==> src/rtl/regbank_write_arbiter.sv <==
// regbank_write_arbiter: zeroes the register bank after reset, then round-robins writeback requesters A and B onto the registered bank write port (REGBANK_ZERO_REG_EN makes register 0 hardwired zero)
module regbank_write_arbiter #(
  parameter int address_length = 3,
  parameter int data_width = 32
) (
  input  logic clk,
  input  logic reset_n,
  input  logic req_a_valid,
  input  logic [address_length-1:0] req_a_address,
  input  logic [data_width-1:0] req_a_data,
  output logic req_a_ready,
  input  logic req_b_valid,
  input  logic [address_length-1:0] req_b_address,
  input  logic [data_width-1:0] req_b_data,
  output logic req_b_ready,
  output logic init_done,
  output logic [address_length-1:0] write_address,
  output logic [data_width-1:0] write_data,
  output logic write_enable
);
  typedef enum logic {CLEAR, RUN} state_t;
  state_t state;
  logic [address_length-1:0] clear_ptr;
  logic last_b;
  logic run;
  logic xfer;
  logic keep;
  logic [address_length-1:0] sel_address;
  logic [data_width-1:0] sel_data;
  always_comb begin
    run = state == RUN;
    req_a_ready = run & req_a_valid & (~req_b_valid | last_b);
    req_b_ready = run & req_b_valid & (~req_a_valid | ~last_b);
    xfer = req_a_ready | req_b_ready;
    sel_address = req_a_ready ? req_a_address : req_b_address;
    sel_data = req_a_ready ? req_a_data : req_b_data;
`ifdef REGBANK_ZERO_REG_EN
    keep = sel_address != '0;
`else
    keep = 1'b1;
`endif
  end
  always_ff @(posedge clk or negedge reset_n) begin
    if (!reset_n) begin
      state <= CLEAR;
      clear_ptr <= '0;
      last_b <= 1'b1;
      init_done <= 1'b0;
      write_enable <= 1'b0;
      write_address <= '0;
      write_data <= '0;
    end else if (state == CLEAR) begin
      write_enable <= 1'b1;
      write_address <= clear_ptr;
      write_data <= '0;
      clear_ptr <= clear_ptr + 1'b1;
      if (&clear_ptr) begin
        state <= RUN;
        init_done <= 1'b1;
      end
    end else begin
      write_enable <= xfer & keep;
      if (xfer) begin
        write_address <= sel_address;
        write_data <= sel_data;
        last_b <= req_b_ready;
      end
    end
  end
endmodule

==> config.mk <==
export PLATFORM = sky130hd
export DESIGN_NAME = regbank_write_arbiter
export DESIGN_NICKNAME = d
export VERILOG_FILES = /design/src/rtl/regbank_write_arbiter.sv
export SDC_FILE = /design/constraint.sdc
export NUM_CORES = 1
export LEC_CHECK = 0
export CORE_ASPECT_RATIO = 0.9
export CORE_MARGIN = 8
export CORE_UTILIZATION = 27
export DETAILED_ROUTE_END_ITERATION = 8
export DONT_BUFFER_PORTS = 1
export GPL_TIMING_DRIVEN = 0
export PLACE_DENSITY = 0.44
export SYNTH_ARGS = -nofsm -noshare
export SYNTH_HDL_FRONTEND = slang
export SYNTH_SLANG_ARGS = --single-unit
export TNS_END_PERCENT = 10
==> constraint.sdc <==
create_clock -name clk -period 2.6 [get_ports clk]
set_input_delay 0.52 -clock clk [delete_from_list [all_inputs] [get_ports clk]]
set_output_delay 0.52 -clock clk [all_outputs]
set_load 0.01 [all_outputs]
==> results.toml <==
[outcome]
outcome = "finished, final reports clean"

[synth]
yosysTopAreaCell = "dfrtp_1"
synth-edff-count = 0
synth_top_cell_area_share_pct = 48.1
synth_flop_cell = "dfrtp_1"
synth-seq-area-share_pct = 49.3
avgSynthCellArea_sq_um = 11.0
netlist_area_sq_um = 2130
syn_inst = 194
synthArstFlopShare_pct = 100
synth-seq-cells = 42
yosysMostFrequentCell = "dfrtp_1"
ys_top_cells_by_count = "41 x dfrtp_1, 33 x inv_1, 32 x a2111oi_0, 32 x a221o_1, 13 x clkbuf_1"
ys.warnings.count = 0
syn-num-nets = 270
synth_cell_type_count = 28
synth_area_leaders = "dfrtp_1 48%, a221o_1 15%, a2111oi_0 13%"

[timing]
setup_ws_ns = 0.391
max_clock_freq_mhz = 453
fin_crit_ns = 2.21
finalHoldViolCount = 0
drv_slew = 0
setup_tns_ns = 0
rsz0062_at_grt = "no"
slew_headroom_pct = 62.3
post-route-period-util_pct = 85.0
fin_skew_ns = 0.00420
worst_pin_slew_ns = 0.563
finalSetupViolCount = 0

[clock_tree]
h-tree-depth = 2
cts_root_buf = "clkbuf_8"
clk_pin_slew_ns = 0.08
clock_sink_count = 42
clock_latency_ns = 0.29
clk_path_buf_depth = 2
cts_buffers = 5
postCtsResizedCells = 0
postCtsSetupBuffers = 0
cts_tree = "yes"

[critical_path]
critical_path_arrival_ns = 1.69
cpPeakStageDelay_ns = 0.53
end_kind = "output pin"
reg2reg_depth = 4
critPathLaunchType = "flip-flop"
cp.required_ns = 2.08
reg2reg_slack_ns = 0.89
path_max_fanout = 10
slowest_stage = "a211oi_1"
worst_r2r_endpoint = "write_data[25]"
critPathKind = "flip-flop to output pin"
path_cells = "buf_4, inv_2, clkbuf_1, a211oi_1"
rr_startpoint = "last_b"

[layout]
area_growth_pct = 10.9
fill_cells = 804
fin_nets = 278
final_area_sq_um = 2360
multiInputGateArea_sq_um = 818
ff_latch_area_sq_um = 1050
antenna_cells = 0
finalNonFillerCells = 299
drive_gt1_share_pct = 13.3

[global_routing]
grt_max_degree = 42
grt_pass1_vias = 1878
grt_pass1_wl_mm = 10.7
grt.overflow.total = 0
track_usage_pct = 12.6
antenna_found_initial = 0

[place]
gp_congestion = 0.695
dp_hpwl_mm = 5.20
placedCellCount = 290
dpl_cell_area_sq_um = 2250
place_ws_ns = 0.615
placement.io_buffers = 0

[floorplanning]
die_y_um = 100
dieArea_sq_um = 11000
die_x_um = 110
initial_utilization_pct = 28.0
io_pins = 113
rows = 30
core_area_sq_um = 7620

[routing]
ant_nets = 0
route.detailed.drc = 0
via_count = 1679
wl_mm = 7.01
dr.pass1.iters = 4
drt_iter0_drc = 93
vias_per_cell = 5.62
wl_per_cell_um = 23.4

[pwr]
powerDensity_nw_per_um2 = 607
ir_drop_uv = 168
leakagePower_uw = 0.00104

[job]
cap_violations = 0

[min_path]
hp-class = "input pin to async pin"
[placed cells by master, fill, tap and decap left out, types with 2 or more instances in the layout]
cell type   n
dfrtp_1    41
inv_1      33
a2111oi_0  32
a221o_1    32
clkbuf_1   14
buf_2       6
clkbuf_8    6
buf_6       4
nand3_1     3
nand2_1     3
o2111ai_1   3
o211ai_1    3
inv_2       2
mux2_2      2
a2bb2oi_1   2
ha_1        2
[worst max-delay path, delay by kind of cell, from the launching register on]
kind            cells  cell delay [ns]
compound gates      1             0.53
buf+inv             3             0.54
flops               1             0.33
[worst max path at each step]
stage / start / endpoint / slack (ns)
final: run / req_b_ready / 0.39
after global routing: run / req_b_ready / 0.26
after CTS: run / req_b_ready / 0.35
after detailed placement: req_a_valid / req_b_ready / 0.61
after global placement: req_a_valid / req_b_ready / 0.60
after floorplan: req_a_valid / req_b_ready / 0.83
[stage by stage]
stage | power, uW | hold slack (ns) | utilization, %
floorplan | 939 | 0.224 | -
global placement | 998 | 0.226 | 29.6
detailed placement | 998 | 0.225 | 29.6
CTS | 1470 | 0.0428 | 31.0
global route | 1530 | 0.0284 | 31.0
finish | 1440 | 0.0540 | 31.0
[repair_timing]
| action | CTS | global route |
|---|---|---|
| hold endpoints to repair | 41 | 0 |
| endpoints found under the setup margin | 0 | 0 |
| hold buffers | 1 | 0 |
[final cells by class]
cell class	count	share of cell area [%]
Buffer	24	5.56
Clock buffer	7	3.65
Clock inverter	1	0.212
Inverter	35	5.56
Multi-Input combinational cell	93	34.6
Sequential cell	42	44.5
Tap cell	96	5.08
Timing Repair Buffer	1	0.847
[layer usage]
layer	track usage [%]	part of all wire, %
met1	16.5	46
met3	5.00	9.4
met4	3.42	0.87
met5	0	0
met2	18.7	44
[kinds of logic (layout without fill, tap and decap cells)]
kind of cell             after synthesis  in the layout  share of synthesized area, %
AO/OA/AOI/OAI                         77             77                          33.1
XOR/XNOR                               1              1                         0.411
adder cells (fa/ha/maj)                2              2                          1.17
buffers and inverters                 59             68                          12.3
flip-flops                            42             42                          49.3
multiplexers                           2              2                          1.06
AND/OR/NAND/NOR                       11             11                          2.58
[power breakdown]
| part | internal (uW) | switching (uW) |
|---|---|---|
| Clock | 215 | 226 |
| Combinational | 87.4 | 108 |
| Sequential | 718 | 82.9 |
[sequential cells by signal (all words and copies together), names as in the netlist]
| signal | count |
|---|---|
| init_done | 1 |
| write_address | 3 |
| clear_ptr | 3 |
| run | 1 |
| write_enable | 1 |
| last_b | 1 |
| write_data | 32 |
No activity file was read; power rests on OpenSTA's default activity.
